**src/rtl/ledmatrix_frame_scheduler.sv**
```systemverilog
// ---------------------------------------------------------------------------
// ledmatrix_frame_scheduler
//
// Double-buffered frame scheduler for an 8x8 LED matrix. Two requesters
// offer 64-bit frames through valid/ready handshakes. A round-robin arbiter
// moves one frame at a time into a back buffer. The back buffer is swapped
// onto the displayed frame (pixels) only on an end-of-scan load pulse, and
// only once the current frame has been shown for HOLD_FRAMES load pulses.
//
// Ports
//   clk            single clock, rising edge
//   rst            synchronous, active-high reset
//   req0_valid     requester 0 offers a frame
//   req0_frame     requester 0 frame, row r in bits [8r+7:8r]
//   req0_ready     requester 0 frame accepted this cycle (when valid)
//   req1_valid     requester 1 offers a frame
//   req1_frame     requester 1 frame
//   req1_ready     requester 1 frame accepted this cycle (when valid)
//   load           one-cycle end-of-scan pulse from the matrix driver
//   pixels         displayed frame (registered)
//   frame_pending  back buffer holds a frame that has not been shown yet
//   shown_id       requester index of the frame on pixels (registered)
//   frame_count    number of completed swaps, wraps at 16 bits (registered)
//
// States
//   EMPTY | back buffer free, arbiter may accept a frame
//   FULL  | back buffer holds a frame waiting for a qualifying load
// ---------------------------------------------------------------------------
module ledmatrix_frame_scheduler #(
  parameter int unsigned HOLD_FRAMES = 4
) (
  input  logic        clk,
  input  logic        rst,
  input  logic        req0_valid,
  input  logic [63:0] req0_frame,
  output logic        req0_ready,
  input  logic        req1_valid,
  input  logic [63:0] req1_frame,
  output logic        req1_ready,
  input  logic        load,
  output logic [63:0] pixels,
  output logic        frame_pending,
  output logic        shown_id,
  output logic [15:0] frame_count
);

  // Value loaded into the hold counter on a swap: the new frame must see
  // HOLD_FRAMES-1 further load pulses before the next swap is allowed.
  localparam logic [7:0] HOLD_RELOAD = 8'(HOLD_FRAMES - 1);

  typedef enum logic {
    EMPTY = 1'b0,
    FULL  = 1'b1
  } state_t;

  state_t      state;
  state_t      state_next;

  logic        last_grant;
  logic [63:0] back_buf;
  logic        back_id;
  logic [7:0]  hold_cnt;

  logic        grant_valid;
  logic        grant_id;
  logic        xfer;
  logic        swap;

  // Round-robin arbitration: on a tie the port that did not win last time
  // is chosen. last_grant resets to 1 so port 0 wins the first tie.
  always_comb begin
    grant_valid = 1'b0;
    grant_id    = 1'b0;
    if (req0_valid && req1_valid) begin
      grant_valid = 1'b1;
      grant_id    = ~last_grant;
    end else if (req0_valid) begin
      grant_valid = 1'b1;
      grant_id    = 1'b0;
    end else if (req1_valid) begin
      grant_valid = 1'b1;
      grant_id    = 1'b1;
    end
  end

  // FSM state register
  always_ff @(posedge clk) begin
    if (rst) begin
      state <= EMPTY;
    end else begin
      state <= state_next;
    end
  end

  // FSM next state and handshake outputs. Readies are gated by rst so
  // no requester sees its frame taken while reset is being applied.
  always_comb begin
    state_next = state;
    req0_ready = 1'b0;
    req1_ready = 1'b0;
    xfer       = 1'b0;
    swap       = 1'b0;
    case (state)
      EMPTY: begin
        if (!rst && grant_valid) begin
          xfer       = 1'b1;
          req0_ready = ~grant_id;
          req1_ready = grant_id;
          state_next = FULL;
        end
      end
      FULL: begin
        // A load that arrives while the hold counter is still running only
        // decrements it; the back buffer waits for a later load.
        if (load && (hold_cnt == 8'd0)) begin
          swap       = 1'b1;
          state_next = EMPTY;
        end
      end
      default: begin
        state_next = EMPTY;
      end
    endcase
  end

  // Back buffer and arbitration history
  always_ff @(posedge clk) begin
    if (rst) begin
      back_buf   <= 64'd0;
      back_id    <= 1'b0;
      last_grant <= 1'b1;
    end else if (xfer) begin
      back_buf   <= grant_id ? req1_frame : req0_frame;
      back_id    <= grant_id;
      last_grant <= grant_id;
    end
  end

  // Displayed frame, hold counter and swap counter. A swap only happens in
  // FULL and a transfer only in EMPTY, so the two never share a cycle.
  always_ff @(posedge clk) begin
    if (rst) begin
      pixels      <= 64'd0;
      shown_id    <= 1'b0;
      hold_cnt    <= 8'd0;
      frame_count <= 16'd0;
    end else if (swap) begin
      pixels      <= back_buf;
      shown_id    <= back_id;
      hold_cnt    <= HOLD_RELOAD;
      frame_count <= frame_count + 16'd1;
    end else if (load && (hold_cnt != 8'd0)) begin
      hold_cnt    <= hold_cnt - 8'd1;
    end
  end

  assign frame_pending = (state == FULL);

endmodule

```
**config.mk**
```make
export PLATFORM = sky130hd
export DESIGN_NAME = ledmatrix_frame_scheduler
export DESIGN_NICKNAME = d
export VERILOG_FILES = /design/src/rtl/ledmatrix_frame_scheduler.sv
export SDC_FILE = /design/constraint.sdc
export NUM_CORES = 1
export LEC_CHECK = 0
export ABC_AREA = 1
export BUFFER_PORTS_ARGS = -buffer_cell sky130_fd_sc_hd__buf_2
export CAP_MARGIN = 20
export CORE_MARGIN = 2
export CORE_UTILIZATION = 50
export CTS_CLUSTER_DIAMETER = 40
export DETAILED_ROUTE_END_ITERATION = 16
export PLACE_DENSITY = 0.8
export REMOVE_ABC_BUFFERS = 1
export SETUP_SLACK_MARGIN = 0.3
export SYNTH_ARGS = -nofsm -noshare
export SYNTH_HDL_FRONTEND = slang
export SYNTH_SLANG_ARGS = --single-unit
```
**constraint.sdc**
```tcl
create_clock -name clk -period 2.9 [get_ports clk]
set_clock_uncertainty 0.2 [all_clocks]
set_input_delay 0.145 -clock clk [delete_from_list [all_inputs] [get_ports clk]]
set_output_delay 0.145 -clock clk [all_outputs]
set_load 0.01 [all_outputs]
```
=== Word level (Yosys, flattened, before mapping) ===
Index checks and enable logic that the tools add are counted.

* Register bits after elaboration: 156
* Output and inout port bits: 84

* $add $sub $neg: 2
* Muxes and demuxes: 18
* Bitwise gates (word level): 3
* Reduce and logical (&&, ||, !) cells: 9

{| class="wikitable"
|+ Operators by type and width
! operator !! number
|-
| $mux W64 || 1
|-
| $add A16 B1 Y16 const B || 1
|-
| $mux W1 || 14
|-
| $logic_not A8 Y1 || 1
|-
| $reduce_bool A8 Y1 || 1
|-
| $sub A8 B1 Y8 const B || 1
|-
| $logic_and A1 B1 Y1 || 4
|-
| $mux W2 || 2
|-
| $not A1 Y1 || 3
|-
| $pmux W1 S2 || 1
|-
| $reduce_bool A2 Y1 || 1
|-
| $reduce_or A2 Y1 || 1
|-
| $logic_not A1 Y1 || 1
|}

=== Longest topological paths before layout ===
* Depth in word-level cells: 6
* Gate-level depth with buffers: 10
* Mapped depth without buffers: 9

=== Worst setup path before layout ===
OpenSTA, ideal clock, no wires.

* Path kind: register -> register
* From: register hold_cnt[0]
* To: register pixels[61]
* Data arrival time: 1.353 ns
* Data required time: 2.568 ns
* Setup slack: 1.215 ns
* Cell stages (with the launch flop): 10
* Period minus slack after synthesis: 1.685 ns
* Cells stage by stage: dfxtp_1 > inv_1 > ha_1 > nand2_2 > nor2_8 > nand3_4 > buf_2 > buf_2 > nand2_1 > a21oi_1

* Cells in the longest elaborated chain, start to end: 4

{| class="wikitable"
|+ RTL lines
! what !! RTL line !! text
|-
| from (decl) || 62 || <nowiki>logic [7:0] hold_cnt;</nowiki>
|-
| from (signal assigned) || 153 || <nowiki>hold_cnt <= hold_cnt - 8'd1;</nowiki>
|-
| $logic_not A8 Y1 || 115 || <nowiki>if (load && (hold_cnt == 8'd0)) begin</nowiki>
|-
| $logic_and A1 B1 Y1 || 115 ||
|-
| $mux W1 || 115 ||
|-
| $mux W1 || 103 || <nowiki>case (state)</nowiki>
|-
| to (signal assigned) || 148 || <nowiki>pixels <= back_buf;</nowiki>
|-
| to (decl) || 41 || <nowiki>output logic [63:0] pixels,</nowiki>
|}

No other way between the ends.
A chain may end at the register's enable or synchronous reset.

=== Worst setup path after layout ===
* From: register state (netlist: frame_pending)
* To: register back_buf[48]

* Cells in the longest elaborated chain, start to end: 1

{| class="wikitable"
|+ RTL lines
! what !! RTL line !! text
|-
| from (decl) || 56 || <nowiki>state_t state;</nowiki>
|-
| from (signal assigned) || 91 || <nowiki>state <= state_next;</nowiki>
|-
| $mux W1 || 103 ||
|-
| to (signal assigned) || 133 || <nowiki>back_buf <= grant_id ? req1_frame : req0_frame;</nowiki>
|-
| to (decl) || 60 || <nowiki>logic [63:0] back_buf;</nowiki>
|}

No other way between the ends.

==> flow_summary_export.csv <==
group,metric,value,unit
yosys,synthCells,836,
yosys,synth-seq-cells,156,
grt,grt_pass1_wl,34.2,mm
setup_path,crit_required,3.07,ns
yosys,synth_edf_count,0,
sta,fin_ws,0.449,ns
floorplanning,core,12100,µm²
run,cap_violations,0,
clock_network,clockRootBuffer,"clkbuf_16",
clock_network,htreeDepth,4,
clock_network,path_clk_slew,0.06,ns
grt,grt_usage,33.0,%
detailed_routing,routed_wl,21.8,mm
yosys,synthArstFlopShare,0,%
place,place_congestion,0.911,
detailed_routing,routedWlPerCell,16.2,µm
floorplanning,io_pins,217,
clock_network,cts_tree,"built",
clock_network,clk_path_buf_depth,2,
grt,overflow,0,
sta,min_period,2.45,ns
grt,antenna_found_initial,2,
setup_path,critPathMaxStageDelay,0.58,ns
setup_path,cp_cell_sequence,"inv_1 > nand3_2 > nor2_4 > buf_4 > nand2_1 > a31oi_1 > dlygate4sd3_1",
sta,rsz0062_at_grt,"false",
setup_path,crit_arrival,2.62,ns
yosys,synth_warnings,0,
layout,finalNetCount,1300,
layout,areaGrowthSynthToFinish,49.6,%
place,preCtsSetupSlack,0.830,ns
sta,drv_slew,0,
floorplanning,start_util,51.4,%
grt,grt_start_max_net_pins,98,
sta,setup_viol_count_final,0,
setup_path,crit_type,"flip-flop to flip-flop",
worst_hold_path,hold_class,"input pin to flip-flop",
clock_network,cts_sinks,156,
grt,grt_pass1_vias,7091,
layout,fill_cells,796,
place,place_hpwl,11.4,mm
floorplanning,die_h,115,µm
yosys,synth_area_per_cell,7.41,µm²
run_status,status,"complete, no violations",
clock_network,cts_setup_buffers,0,
power,max-vdd-ir-drop,0.000466,V
yosys,ys.flop_type,"dfxtp_1",
detailed_routing,vias,7283,
floorplanning,die_x,115,µm
power,pwr_density_cell,650,nW/µm²
setup_path,cp-end-kind,"flip-flop",
sta,worstMarginPinSlew,0.988,ns
detailed_routing,firstDrtPassIters,6,
detailed_routing,drc,0,
sta,slew_headroom,34.1,%
yosys,synth.yosys.seq_area_share,50.4,%
yosys,synth_cell_type_count,29,
sta,tns,0,ns
yosys,synth_area,6200,µm²
clock_network,cts_resized,0,
detailed_routing,via_per_inst,5.41,
detailed_routing,detail-route-antenna-nets,0,
sta,fmaxAchievable,408,MHz
power,p_leak,4.01,nW
setup_path,startpoint_type,"flip-flop",
clock_network,cts_made_buffers,17,
sta,finalCritPeriodShare,84.5,%
setup_path,cp_slowest_cell,"dlygate4sd3_1",
clock_network,clkLatencyLatePin,0.43,ns
floorplanning,dieArea,13300,µm²
sta,final_hold_viol_count,0,
place,portBuffers,216,
setup_path,crit_path_max_fanout,45,
detailed_routing,drtIter0Drc,729,
layout,drive_gt1_share,22.7,%
floorplanning,core.rowCount,40,
[flip-flops by register name, indices dropped and copies added, names as in the netlist]
register,count
back_buf,64
pixels,64
frame_count,16
hold_cnt,8
back_id,1
frame_pending,1
last_grant,1
shown_id,1
[worst max-delay path, delay by kind of cell (launching register included)]
kind | cells | cell delay (ns)
flops | 1 | 0.36
compound gates | 1 | 0.20
simple gates | 3 | 0.45
buf+inv | 3 | 1.15
[what timing repair did]
action	CTS	global route
hold endpoints to repair	95	0
endpoints found under the setup margin	0	0
hold buffers	133	0
[synthesized netlist by cell type (4+ instances only)]
| cell | instances | area share [%] |
|---|---|---|
| a21oi_1 | 96 | 7.8 |
| a22oi_1 | 16 | 1.9 |
| a31oi_1 | 49 | 4.9 |
| buf_2 | 18 | 1.5 |
| buf_4 | 4 | 0.48 |
| clkbuf_1 | 24 | 1.5 |
| dfxtp_1 | 156 | 50 |
| inv_1 | 29 | 1.8 |
| nand2_1 | 349 | 21 |
| nand3_1 | 15 | 1.2 |
| nand4_1 | 7 | 0.71 |
| nor2_1 | 36 | 2.2 |
| o21ai_0 | 10 | 0.81 |
[metal layers]
metal	vias to the layer above	wire, µm	share of wire, %	global-route usage, %
li1	3403	-	-	-
met4	2	854	3.9	17.8
met1	3355	8320	38	37.4
met2	435	10700	49	55.3
met5	-	13	0.060	0
met3	88	1950	8.9	10.5
[logic make-up (layout without fill, tap and decap cells)]
group / count (synthesis) / count (layout) / synth area share, %
other: 0 / 1 / 0
xor gates and xnor gates: 3 / 3 / 0.424
and+or+nand+nor: 418 / 418 / 26.7
DFF: 156 / 156 / 50.4
buffers and inverters: 81 / 422 / 5.87
AOI/OAI and AO/OA: 175 / 175 / 16.0
adders and majority gates: 3 / 3 / 0.606
[cell type report]
cell class | count | area, µm² | share of cell area, %
tap | 168 | 210 | 2.27
clock buffer | 22 | 454 | 4.90
multi-input combinational | 599 | 2720 | 29.4
antenna | 1 | 2.50 | 0.0270
clock inverter | 10 | 141 | 1.52
sequential | 156 | 3120 | 33.7
inverter | 31 | 116 | 1.25
timing repair buffer | 359 | 2500 | 27.0
[placed cells by master, fill, tap and decap left out, drive strengths merged, types with 5 or more instances in the layout]
| master | count |
|---|---|
| nand3 | 17 |
| inv | 31 |
| a31oi | 49 |
| buf | 226 |
| a22oi | 16 |
| nand2 | 351 |
| nor2 | 40 |
| clkbuf | 22 |
| clkinv | 5 |
| o21ai | 11 |
| dlygate4sd3 | 133 |
| nand4 | 7 |
| dfxtp | 156 |
| a21oi | 96 |
[power breakdown]
group	leakage [nW]	internal [mW]	total (mW)	switching, mW
logic	2.46	0.529	1.35	0.821
registers	1.27	2.30	2.41	0.114
clock network	0.284	1.38	2.27	0.888
total	4.01	4.20	6.03	1.82
[stage by stage]
step                      util [%]  power [mW]  instance area [µm²]  hold WS, ns  std cells
after floorplan                  -        3.17                 5950       0.0141        786
after global placement        60.9        3.56                 7340        0.149       1180
after detailed placement      60.9        3.57                 7340        0.158       1180
after CTS                     76.9        5.98                 9270       0.0935       1345
after global routing          76.9        6.27                 9270        0.155       1346
final                         76.9        6.03                 9270        0.120       1346
[final timing paths]
check        cells after the start  slack (ns)                           end                     start
max                              7        0.45     back_buf[48]$_SDFFE_PP0P_  frame_pending$_SDFF_PP0_
min                              4        0.12  frame_count[11]$_SDFFE_PP0P_                       rst
max reg2reg                      7        0.45     back_buf[48]$_SDFFE_PP0P_  frame_pending$_SDFF_PP0_
min reg2reg                      2        0.26       pixels[38]$_SDFFE_PP0P_   pixels[38]$_SDFFE_PP0P_
No activity file was read; power rests on OpenSTA's default activity.
